===== src/rtl/ma_ctrl_pkg.sv =====
// rtl/ma_ctrl_pkg.sv - shared types, defaults and log2 clamp for the moving-average controller
package ma_ctrl_pkg;

    localparam int MA_MAX_LOG2_DEF     = 4;
    localparam int MA_DEFAULT_LOG2_DEF = 2;
    localparam int MA_LOG2_WIDTH_DEF   = 3;
    localparam int MA_CNT_WIDTH_DEF    = 5;
    localparam int MA_FLUSH_CYCLES_DEF = 2;
    localparam int MA_DATA_LATENCY_DEF = 1;

    typedef enum logic [1:0] {
        ST_IDLE  = 2'd0,
        ST_FLUSH = 2'd1,
        ST_FILL  = 2'd2,
        ST_RUN   = 2'd3
    } ma_state_t;

    // Oversized window requests are limited to the largest supported window, never rejected
    function automatic int clamp_log2(input int req_log2, input int max_log2);
        return (req_log2 > max_log2) ? max_log2 : req_log2;
    endfunction

endpackage


===== src/rtl/ma_valid_delay.sv =====
// rtl/ma_valid_delay.sv - fixed-depth valid delay line with synchronous clear
module ma_valid_delay
#(
    parameter int DEPTH = 1
)
(
    input  logic i_clk,
    input  logic i_rst,
    input  logic i_clr,
    input  logic i_d,
    output logic o_q
);

    logic [DEPTH-1:0] r_sr;

    // Shift the strobe through DEPTH stages; reset or clear empties every stage
    always_ff @(posedge i_clk) begin
        if (i_rst || i_clr) begin
            r_sr <= '0;
        end else begin
            r_sr[0] <= i_d;
            for (int i = 1; i < DEPTH; i++) begin
                r_sr[i] <= r_sr[i-1];
            end
        end
    end

    assign o_q = r_sr[DEPTH-1];

endmodule


===== src/rtl/moving_average_ctrl.sv =====
// rtl/moving_average_ctrl.sv - moving-average sequencing controller; MA_CTRL_DROP_CNT_EN enables drop_count
module moving_average_ctrl
    import ma_ctrl_pkg::*;
#(
    parameter int MAX_LOG2     = MA_MAX_LOG2_DEF,
    parameter int DEFAULT_LOG2 = MA_DEFAULT_LOG2_DEF,
    parameter int LOG2_WIDTH   = MA_LOG2_WIDTH_DEF,
    parameter int CNT_WIDTH    = MA_CNT_WIDTH_DEF,
    parameter int FLUSH_CYCLES = MA_FLUSH_CYCLES_DEF,
    parameter int DATA_LATENCY = MA_DATA_LATENCY_DEF
)
(
    input  logic                  clk,
    input  logic                  rst_active_high,
    input  logic                  enable,
    input  logic                  cfg_valid,
    output logic                  cfg_ready,
    input  logic [LOG2_WIDTH-1:0] cfg_log2,
    input  logic                  in_valid,
    output logic                  in_ready,
    output logic                  ma_en,
    output logic                  ma_clear,
    output logic [LOG2_WIDTH-1:0] ma_log2,
    output logic                  avg_valid,
    output logic [CNT_WIDTH-1:0]  fill_count,
    output logic [1:0]            state,
    output logic [15:0]           drop_count
);

    localparam int FLUSH_W = (FLUSH_CYCLES > 1) ? $clog2(FLUSH_CYCLES) : 1;
    localparam logic [FLUSH_W-1:0] FLUSH_LAST = FLUSH_W'(FLUSH_CYCLES - 1);

    ma_state_t             r_state;
    ma_state_t             w_state_nxt;
    logic [LOG2_WIDTH-1:0] r_log2;
    logic [LOG2_WIDTH-1:0] w_log2_nxt;
    logic [CNT_WIDTH-1:0]  r_fill;
    logic [CNT_WIDTH-1:0]  w_fill_nxt;
    logic [FLUSH_W-1:0]    r_flush_cnt;
    logic [FLUSH_W-1:0]    w_flush_nxt;
    logic                  w_dly_clr;
    logic                  w_in_ready;
    logic                  w_accept;
    logic [LOG2_WIDTH-1:0] w_cfg_clamped;
    logic [CNT_WIDTH-1:0]  w_n;
    logic [CNT_WIDTH-1:0]  w_fill_inc;
    logic                  w_full_after;

    assign w_cfg_clamped = LOG2_WIDTH'(clamp_log2(int'(cfg_log2), MAX_LOG2));
    assign w_n           = CNT_WIDTH'(1) << r_log2;
    assign w_fill_inc    = r_fill + 1'b1;

    // A pending config request takes the cycle, so data is held off while cfg_valid is high
    assign w_in_ready = ((r_state == ST_FILL) || (r_state == ST_RUN)) && enable && !cfg_valid;
    assign w_accept   = in_valid && w_in_ready;

    // The window is full after this accept if we are already running or this is the N-th sample
    assign w_full_after = w_accept && ((r_state == ST_RUN) || (w_fill_inc == w_n));

    // Next-state, window and fill-count decisions
    always_comb begin
        w_state_nxt = r_state;
        w_log2_nxt  = r_log2;
        w_fill_nxt  = r_fill;
        w_flush_nxt = r_flush_cnt;
        w_dly_clr   = 1'b0;
        case (r_state)
            ST_IDLE: begin
                if (cfg_valid) begin
                    w_log2_nxt  = w_cfg_clamped;
                    w_state_nxt = ST_FLUSH;
                end else if (enable) begin
                    w_state_nxt = ST_FLUSH;
                end
            end
            ST_FLUSH: begin
                if (r_flush_cnt == FLUSH_LAST) begin
                    w_state_nxt = ST_FILL;
                    w_flush_nxt = '0;
                    w_fill_nxt  = '0;
                end else begin
                    w_flush_nxt = r_flush_cnt + 1'b1;
                end
            end
            ST_FILL, ST_RUN: begin
                if (cfg_valid) begin
                    w_log2_nxt  = w_cfg_clamped;
                    w_state_nxt = ST_FLUSH;
                end else if (!enable) begin
                    w_state_nxt = ST_IDLE;
                end else if (w_accept && (r_state == ST_FILL)) begin
                    w_fill_nxt = w_fill_inc;
                    if (w_fill_inc == w_n) begin
                        w_state_nxt = ST_RUN;
                    end
                end
            end
            default: w_state_nxt = ST_IDLE;
        endcase
        // Every entry into FLUSH starts a fresh window and discards in-flight strobes
        if ((w_state_nxt == ST_FLUSH) && (r_state != ST_FLUSH)) begin
            w_dly_clr   = 1'b1;
            w_flush_nxt = '0;
            w_fill_nxt  = '0;
        end
    end

    // Controller state registers
    always_ff @(posedge clk) begin
        if (rst_active_high) begin
            r_state     <= ST_IDLE;
            r_log2      <= LOG2_WIDTH'(DEFAULT_LOG2);
            r_fill      <= '0;
            r_flush_cnt <= '0;
        end else begin
            r_state     <= w_state_nxt;
            r_log2      <= w_log2_nxt;
            r_fill      <= w_fill_nxt;
            r_flush_cnt <= w_flush_nxt;
        end
    end

    ma_valid_delay #(
        .DEPTH (DATA_LATENCY)
    ) u_valid_delay (
        .i_clk (clk),
        .i_rst (rst_active_high),
        .i_clr (w_dly_clr),
        .i_d   (w_full_after),
        .o_q   (avg_valid)
    );

    assign cfg_ready  = (r_state != ST_FLUSH);
    assign in_ready   = w_in_ready;
    assign ma_en      = w_accept;
    assign ma_clear   = (r_state == ST_FLUSH);
    assign ma_log2    = r_log2;
    assign fill_count = r_fill;
    assign state      = r_state;

`ifdef MA_CTRL_DROP_CNT_EN
    logic [15:0] r_drop;

    // Count samples the stream offered while we could not take them, saturating
    always_ff @(posedge clk) begin
        if (rst_active_high) begin
            r_drop <= '0;
        end else if (in_valid && !w_in_ready && (r_drop != 16'hFFFF)) begin
            r_drop <= r_drop + 16'd1;
        end
    end

    assign drop_count = r_drop;
`else
    assign drop_count = '0;
`endif

endmodule


===== config.mk =====
export PLATFORM = sky130hd
export DESIGN_NAME = moving_average_ctrl
export DESIGN_NICKNAME = d
export VERILOG_FILES = /design/src/rtl/ma_ctrl_pkg.sv /design/src/rtl/ma_valid_delay.sv /design/src/rtl/moving_average_ctrl.sv
export SDC_FILE = /design/constraint.sdc
export NUM_CORES = 1
export LEC_CHECK = 0
export ABC_AREA = 0
export CAP_MARGIN = 20
export CELL_PAD_IN_SITES_DETAIL_PLACEMENT = 1
export CELL_PAD_IN_SITES_GLOBAL_PLACEMENT = 1
export CORE_MARGIN = 2
export CORE_UTILIZATION = 31
export CTS_BUF_LIST = sky130_fd_sc_hd__clkbuf_16
export CTS_CLUSTER_DIAMETER = 50
export DETAILED_ROUTE_END_ITERATION = 8
export GPL_TIMING_DRIVEN = 0
export PLACE_DENSITY_LB_ADDON = 0.3
export SLEW_MARGIN = 20
export SYNTH_ARGS = -nofsm -noshare
export SYNTH_HDL_FRONTEND = slang
export SYNTH_SLANG_ARGS = --single-unit

===== constraint.sdc =====
create_clock -name clk -period 3.23 [get_ports clk]
set_input_delay 0.646 -clock clk [delete_from_list [all_inputs] [get_ports clk]]
set_output_delay 0.646 -clock clk [all_outputs]
set_load 0.01 [all_outputs]

==> results of run 1 <==
[cell type report]
| cell class | count | share of cell area [%] |
|---|---|---|
| plain buffers | 17 | 10.4 |
| inverters | 4 | 1.19 |
| multi-input cells | 89 | 42.6 |
| repair buffers | 22 | 17.5 |
| flip-flops and latches | 12 | 19.0 |
| clock buffers | 3 | 5.95 |
| clock inverters | 1 | 0.298 |
| well taps | 31 | 3.08 |
[per-layer routing]
metal	wire length [um]	global-route usage (%)
met1	996	17.1
met4	10	4.32
met2	1190	25.5
met5	0	0
met3	121	3.69
[power by group through the flow]
stage	combinational [mW]	sequential [mW]	clock, mW
finish	0.0871	0.162	0.227
global route	0.0954	0.163	0.235
CTS	0.0865	0.162	0.229
detailed placement	0.0857	0.165	0
global placement	0.0835	0.164	0
floorplan	0.0519	0.164	0
[placed cells by master (no fill, tap or decap), types with 2 or more instances in the layout]
cell             synthesis  final
a31oi_1                  2      2
and2_1                   2      2
or3_1                    2      2
inv_1                    4      4
nand3_1                  3      3
nor4b_1                  2      2
a21oi_1                 12     12
nor3_1                   2      2
dfxtp_1                 12     12
nor2_1                   9      9
xnor2_1                  2      2
o21ai_0                  7      7
conb_1                   1     16
nand2b_1                 2      2
buf_4                   16     16
clkdlybuf4s50_1          0     22
a211oi_1                 2      2
clkbuf_16                0      3
nor3b_1                  3      3
nand2_1                  5      5
[flip-flops by register name, summed over array words and instances (netlist names)]
register / flops
u_valid_delay.o_q: 1
ma_log2: 3
r_flush_cnt: 1
state: 2
fill_count: 5
[worst min path at each step]
stage | startpoint | end | cells after the start
final | fill_count[1]$_SDFFE_PP0P_ | fill_count[1]$_SDFFE_PP0P_ | 2
after detailed placement | fill_count[1]$_SDFFE_PP0P_ | fill_count[1]$_SDFFE_PP0P_ | 2
after CTS | fill_count[1]$_SDFFE_PP0P_ | fill_count[1]$_SDFFE_PP0P_ | 2
after global routing | fill_count[1]$_SDFFE_PP0P_ | fill_count[1]$_SDFFE_PP0P_ | 2
after floorplan | fill_count[1]$_SDFFE_PP0P_ | fill_count[1]$_SDFFE_PP0P_ | 2
after global placement | fill_count[1]$_SDFFE_PP0P_ | fill_count[1]$_SDFFE_PP0P_ | 2
[through the flow]
step	hold slack (ns)	cells	area [um^2]	total power, mW
2_1_floorplan	0.532	122	923	0.216
3_3_place_gp	0.511	175	1180	0.248
3_5_place_dp	0.528	175	1180	0.250
4_1_cts	0.543	179	1260	0.477
5_1_grt	0.589	179	1260	0.493
6_report	0.545	179	1260	0.476
[worst register-to-register path, stage by stage (launching register included)]
cell	delay (ns)
dfxtp_1	0.45
ha_1	0.28
nand3_1	0.18
xnor2_2	0.19
nor3b_2	0.16
o32ai_1	0.46
a211oi_1	0.13
[cells by family (layout without fill, tap and decap cells)]
kind of cell    count (synthesis)  count (layout)  synth area share, %
simple gates                   41              41                 30.4
compound gates                 26              26                 17.0
buf+inv                        21              47                 16.9
flops                          12              12                 27.7
xor+xnor                        4               4                 4.91
fa+ha+maj                       1               1                 1.44
other cells                     1              16                0.432
mux                             1               1                 1.15
==> flow_metrics.tcl, run 1 <==
set metrics [dict create \
    hold_buffers 0 \
    crit_path_frequent_cell "clkdlybuf4s50_1" \
    ys_ff_latch 12 \
    first_global_vias 803 \
    netlist_instances 107 \
    synth_area_leader_cell "dfxtp_1" \
    synth_edf_count 0 \
    place.gp.congestion 0.736 \
    grt-ovfl-total 0 \
    fmax_mhz 368 \
    path_buf_inv 2 \
    cts-resized-gates 0 \
    crit_path_max_incr_delay_ns 0.54 \
    synth_area_per_cell_um2 8.10 \
    yosysTopAreaCellShare_pct 27.7 \
    drtAntennaViolNets 0 \
    critical_path_arrival_ns 2.07 \
    fp.dieW_um 56.9 \
    startpoint_type "input pin" \
    core_um2 2710 \
    num_vias 841 \
    dieArea_um2 3240 \
    r2r-end "u_valid_delay.o_q$_SDFF_PP0_" \
    drt_iter0_markers 14 \
    ctsRootBufferMaster "clkbuf_16" \
    path_max_fanout 6 \
    p_clk_share_pct 47.6 \
    final_nets 158 \
    path_clk_slew_ns 0.04 \
    setup_viol_count_final 0 \
    dr.pass1.iters 4 \
    setup_ws_ns 0.513 \
    r2r_slack_ns 1.23 \
    io_pins 39 \
    seq_area_frac_synth_pct 27.7 \
    io_buffers 22 \
    routed_wl_um 2320 \
    critPathCapture "in_ready" \
    drive_gt1_share_pct 18.2 \
    rows 19 \
    cts_setup_buffers 0 \
    cts_tree "done" \
    yosys_most_used_dff "dfxtp_1" \
    required_ns 2.58 \
    max_slew_margin_pct 59.1 \
    antenna_found_initial 0 \
    rr_worst_depth 6 \
    pwr-share-comb_pct 18.3 \
    critPathSlowestCell "clkdlybuf4s50_1" \
    synthArstFlopShare_pct 0 \
    fill_cells 352 \
    grt_setup_unrepaired "false" \
    r2r-start "fill_count[0]$_SDFFE_PP0P_" \
    setup_tns_ns 0 \
    cpLargestDelayFamily "buffers and inverters" \
    htree_levels 1 \
    wl_per_cell_um 12.9 \
    finalCoreUtilization_pct 46.5 \
    p_int_mw 0.362 \
    tightestPinTransition_ns 0.612 \
    yosys-top-cells-count "buf_4, a21oi_1, dfxtp_1" \
    diodes 0 \
    vias_per_cell 4.70 \
    p_switching_mw 0.114 \
    swShare_pct 24.0 \
    end_kind "primary output" \
    initial_core_util_pct 32.0 \
    crit_start "cfg_valid" \
    insertion_delay_ns 0.24 \
    fin_skew_ns 0.00412 \
    finalMaxSlewViolations 0 \
    dp_slack_ns 0.522 \
    hold_path_class "flip-flop to flip-flop" \
    area_delta_synth_final_pct 45.5 \
    die_h_um 56.9 \
    clk_path_buf_depth 2 \
    hold_viol_final 0 \
    path_class "input pin to primary output" \
    drv_cap 0 \
    synthDistinctLibCells 37 \
    dpl.hpwl_um 1790 \
    cts_num_sinks 12 \
    cts_buffers 3 \
    path_cells "clkdlybuf4s50_1, nor2_1, and2_1, clkdlybuf4s50_1" \
    seq_power_share_pct 34.1 \
    outcome "complete, no violations" \
    ir_drop_v 0.000228 \
    grt_use_total_pct 14.5 \
    netlist_area_um2 867 \
    period_share_pct 84.1 \
    grt_pass1_wl_um 3680 \
    ys_warn_count 0 \
    ff_latch_area_um2 240 \
    fin_crit_ns 2.72 \
    p_leak_nw 0.557 \
    multiInputGateArea_um2 537 \
    grt_start_max_net_pins 10 \
    drc 0 \
    synthTopCellsByArea "dfxtp_1, buf_4, a21oi_1" \
    power.density_nw_per_um2 377 \
    yosysMostFrequentCell "buf_4" \
    cp.depth 4 \
]
No activity file was read; power rests on OpenSTA's default activity.
==> run 2: changes to the inputs <==
--- a/config.mk
+++ b/config.mk
@@ -10,7 +10,7 @@
 export CELL_PAD_IN_SITES_DETAIL_PLACEMENT = 1
 export CELL_PAD_IN_SITES_GLOBAL_PLACEMENT = 1
 export CORE_MARGIN = 2
-export CORE_UTILIZATION = 31
+export CORE_UTILIZATION = 29
 export CTS_BUF_LIST = sky130_fd_sc_hd__clkbuf_16
 export CTS_CLUSTER_DIAMETER = 50
 export DETAILED_ROUTE_END_ITERATION = 8
==> constraint.sdc (replaced) <==
create_clock -name clk -period 2.8 [get_ports clk]
set_input_delay 0.56 -clock clk [delete_from_list [all_inputs] [get_ports clk]]
set_output_delay 0.56 -clock clk [all_outputs]
set_load 0.01 [all_outputs]
==> run 2 against run 1 <==
Design area decreased by 0.30%. The flow now finishes with violations (design-rule violations). Wire length is 3.4% lower. Sequential power grew 15%.
==> flow_metrics.tcl, run 2 (synthesized netlist as in run 1, its figures left out) <==
set metrics [dict create \
    p_clk_share_pct 47.7 \
    layout_common_cells "clkdlybuf4s50_1, buf_4, conb_1" \
    whs_ns 0.551 \
    grt_pass1_wl_um 3640 \
    area_delta_synth_final_pct 45.0 \
    grt_setup_unrepaired "false" \
    io_buffers 22 \
    wl_per_cell_um 12.6 \
    rr_worst_depth 6 \
    grt_start_max_net_pins 10 \
    p_switching_mw 0.132 \
    hold_depth 2 \
    period_share_pct 92.0 \
    antenna_found_initial 0 \
    drt_iter0_markers 15 \
    rows 19 \
    fill_cells 350 \
    hold_buffers 0 \
    grt-ovfl-total 0 \
    required_ns 2.24 \
    dr.pass1.iters 6 \
    cts_num_sinks 12 \
    fp.dieW_um 58.7 \
    core_um2 2810 \
    route.met2.wl_um 1090 \
    fin_skew_ns 0.000682 \
    setup_tns_ns 0 \
    routed_wl_um 2240 \
    vias_per_cell 4.75 \
    clk_path_buf_depth 2 \
    ir_drop_v 0.000272 \
    swShare_pct 24.1 \
    cts_buffers 3 \
    layout_commonest_cell "clkdlybuf4s50_1" \
    path_class "input pin to primary output" \
    diodes 0 \
    finalMaxSlewViolations 0 \
    first_global_vias 793 \
    dieArea_um2 3440 \
    cts_setup_buffers 0 \
    cts_tree "done" \
    critical_path_arrival_ns 2.02 \
    fin_crit_ns 2.58 \
    end_kind "primary output" \
    max_slew_margin_pct 60.2 \
    ctsRootBufferMaster "clkbuf_16" \
    wl_met3_um 127 \
    tightestPinTransition_ns 0.596 \
    path_clk_slew_ns 0.04 \
    hold_path_class "flip-flop to flip-flop" \
    drv_cap 0 \
    htree_levels 1 \
    routedLengthMet1_um 1000 \
    grt_use_total_pct 14.2 \
    outcome "complete, but fails checks" \
    insertion_delay_ns 0.24 \
    dpl.hpwl_um 1750 \
    path_max_fanout 6 \
    violations "design-rule violations" \
    io_pins 39 \
    power.density_nw_per_um2 435 \
    setup_viol_count_final 0 \
    seq_power_share_pct 34.2 \
    p_leak_nw 0.556 \
    final_nets 158 \
    fmax_mhz 388 \
    cts-resized-gates 0 \
    drtAntennaViolNets 0 \
    largest_reg_flops 5 \
    drc 3 \
    die_h_um 58.7 \
    initial_core_util_pct 30.9 \
    drive_gt1_share_pct 18.4 \
    num_vias 845 \
    hold_viol_final 0 \
    place.gp.congestion 0.781 \
    topRoutingLayerUsed "met4" \
    pwr-share-comb_pct 18.1 \
    p_int_mw 0.415 \
    startpoint_type "input pin" \
]
run 2: cell types whose count changed in the layout (fill, tap and decap cells not counted):
cell	before	now
clkinv_1	1	0
run 2: layout make-up:
cell class              count  area [um^2]  share of cell area [%]
repair buffers             22          220                    17.5
multi-input cells          89          537                    42.7
flip-flops and latches     12          240                    19.1
clock buffers               3         75.1                    5.97
well taps                  31         38.8                    3.08
inverters                   4         15.0                    1.19
plain buffers              17          131                    10.4
run 2: critical path, stage by stage:
cell,delay (ns)
clkdlybuf4s50_1,0.51
nor2_1,0.22
and2_1,0.18
clkdlybuf4s50_1,0.54
run 2: per-layer routing:
layer	vias to the layer above	GRT usage, %
met5	-	0
met4	0	6.82
li1	426	-
met2	26	22.3
met1	391	18.2
met3	2	3.52
run 2: path summary, 6_finish.rpt:
path,from,to,slack (ns)
worst max-delay path,cfg_valid,in_ready,0.22
worst min-delay path,fill_count[4]$_SDFFE_PP0P_,fill_count[4]$_SDFFE_PP0P_,0.55
worst max register to register,fill_count[0]$_SDFFE_PP0P_,u_valid_delay.o_q$_SDFF_PP0_,0.75
worst min register to register,fill_count[4]$_SDFFE_PP0P_,fill_count[4]$_SDFFE_PP0P_,0.55
run 2: per-stage QoR:
step / worst slack (ns) / instance area [um^2] / total power [mW] / cells / utilization (%)
floorplan: 1.07 / 923 / 0.250 / 122 / -
global placement: 0.250 / 1180 / 0.286 / 175 / 42.1
detailed placement: 0.212 / 1180 / 0.288 / 175 / 42.1
CTS: 0.210 / 1260 / 0.555 / 178 / 44.8
global route: 0.146 / 1260 / 0.575 / 178 / 44.8
finish: 0.223 / 1260 / 0.547 / 178 / 44.8
run 2: power by group through the flow:
stage               Sequential (mW)  Clock, mW  Combinational (mW)
CTS                           0.187      0.270              0.0987
floorplan                     0.190          0              0.0599
global placement              0.190          0              0.0962
finish                        0.187      0.261              0.0991
global route                  0.188      0.277               0.110
detailed placement            0.190          0              0.0977
==> run 3: changes to the inputs <==
--- a/config.mk
+++ b/config.mk
@@ -9,7 +9,6 @@
 export CAP_MARGIN = 20
 export CELL_PAD_IN_SITES_DETAIL_PLACEMENT = 1
 export CELL_PAD_IN_SITES_GLOBAL_PLACEMENT = 1
-export CORE_MARGIN = 2
 export CORE_UTILIZATION = 29
 export CTS_BUF_LIST = sky130_fd_sc_hd__clkbuf_16
 export CTS_CLUSTER_DIAMETER = 50
==> run 3 against run 2 <==
The run still ends with design-rule violations left. Utilization increased by 0.13 points. Setup slack better by 0.036 ns. Non-clock buffer count stayed put. Critical path depth stayed put. Largest power group unchanged. Critical path type unchanged. Highest routed layer unchanged.
==> flow_metrics.tcl, run 3 (synthesized netlist as in run 1, its figures left out) <==
set metrics [dict create \
    dieArea_um2 3210 \
    rows 19 \
    finalInstanceArea_um2 1260 \
    violations "design-rule violations" \
    fp.dieW_um 56.7 \
    ctsRootBufferMaster "clkbuf_16" \
    num_vias 846 \
    diodes 0 \
    tightestPinTransition_ns 0.576 \
    routed_wl_um 2160 \
    finalCoreUtilization_pct 45.0 \
    critical_path_arrival_ns 1.98 \
    r2r-end "u_valid_delay.o_q$_SDFF_PP0_" \
    final_nets 158 \
    power_mw 0.551 \
    hold_path_class "flip-flop to flip-flop" \
    max_slew_margin_pct 61.5 \
    place.gp.congestion 0.729 \
    vias_per_cell 4.73 \
    p_leak_nw 0.557 \
    power.density_nw_per_um2 437 \
    fin_crit_ns 2.54 \
    insertion_delay_ns 0.24 \
    ir_drop_v 0.000225 \
    layout_commonest_cell "clkdlybuf4s50_1" \
    grt_use_total_pct 14.5 \
    hold_viol_final 0 \
    setup_ws_ns 0.258 \
    period_share_pct 90.8 \
    grt_setup_unrepaired "false" \
    dr.pass1.iters 6 \
    fin_skew_ns 0.00434 \
    htree_levels 1 \
    cts-resized-gates 0 \
    r2r_slack_ns 0.76 \
    path_clk_slew_ns 0.04 \
    drt_iter0_markers 17 \
    drv_cap 0 \
    setup_viol_count_final 0 \
    dp_slack_ns 0.264 \
    required_ns 2.24 \
    drtAntennaViolNets 0 \
    finalMaxSlewViolations 0 \
    drc 6 \
    fill_cells 360 \
    cts_tree "done" \
    layout_common_cells "clkdlybuf4s50_1, buf_4, conb_1" \
    drive_gt1_share_pct 18.2 \
    grt_start_max_net_pins 10 \
    core_um2 2810 \
    wl_per_cell_um 12.1 \
    die_h_um 56.7 \
    io_buffers 22 \
    cts_setup_buffers 0 \
    area_delta_synth_final_pct 45.5 \
    clk_path_buf_depth 2 \
    first_global_vias 854 \
    end_kind "primary output" \
    cts_num_sinks 12 \
    dpl.hpwl_um 1690 \
    r2r-start "fill_count[0]$_SDFFE_PP0P_" \
    antenna_found_initial 0 \
    fmax_mhz 393 \
    path_max_fanout 6 \
    outcome "complete, but fails checks" \
    io_pins 39 \
    cts_buffers 3 \
    hp-start "fill_count[1]$_SDFFE_PP0P_" \
    hold_buffers 0 \
    largest_reg_flops 5 \
    setup_tns_ns 0 \
    initial_core_util_pct 30.9 \
    grt_pass1_wl_um 3660 \
    path_class "input pin to primary output" \
    startpoint_type "input pin" \
    hold_depth 2 \
    postPlaceCellArea_um2 1180 \
    grt-ovfl-total 0 \
    worst_hold_path.endpoint "fill_count[1]$_SDFFE_PP0P_" \
    rr_worst_depth 6 \
]
run 3: power by group:
group / internal (mW) / switching, mW / leakage, nW
Combinational: 0.0516 / 0.0464 / 0.421
Clock: 0.188 / 0.0782 / 0.0385
Sequential: 0.177 / 0.00941 / 0.0977
run 3: layer usage:
metal  track usage, %  part of all wire (%)  wire, um  vias up
li1                 -                     -         -      427
met1             16.3                    45       962      388
met2             25.5                    48      1040       27
met3             4.15                   6.3       136        4
met4             5.36                   1.1        24        0
met5                0                     0         0        -
run 3: layout make-up:
cell class	instances	area (um^2)	area share (%)
Clock buffer	3	75.1	5.95
Sequential cell	12	240	19.0
Timing Repair Buffer	22	220	17.5
Tap cell	31	38.8	3.08
Multi-Input combinational cell	89	537	42.6
Clock inverter	1	3.75	0.298
Buffer	17	131	10.4
Inverter	4	15.0	1.19
run 3: worst max-delay path by stage:
stage                          startpoint                           end  slack [ns]
6_report                        cfg_valid                      in_ready        0.26
2_1_floorplan  fill_count[0]$_SDFFE_PP0P_  u_valid_delay.o_q$_SDFF_PP0_        1.07
5_1_grt                         cfg_valid                      in_ready        0.19
3_3_place_gp                    cfg_valid                      in_ready        0.27
4_1_cts                         cfg_valid                      in_ready        0.25
3_5_place_dp                    cfg_valid                      in_ready        0.26
run 3: per-stage QoR:
stage,hold WS (ns),std cells
final,0.536,179
after global routing,0.568,179
after CTS,0.537,179
after detailed placement,0.531,175
after global placement,0.513,175
after floorplan,0.532,122
run 3: critical path: stages:
cell and delay, ns:
clkdlybuf4s50_1 0.50, nor2_1 0.20, and2_1 0.17, clkdlybuf4s50_1 0.54
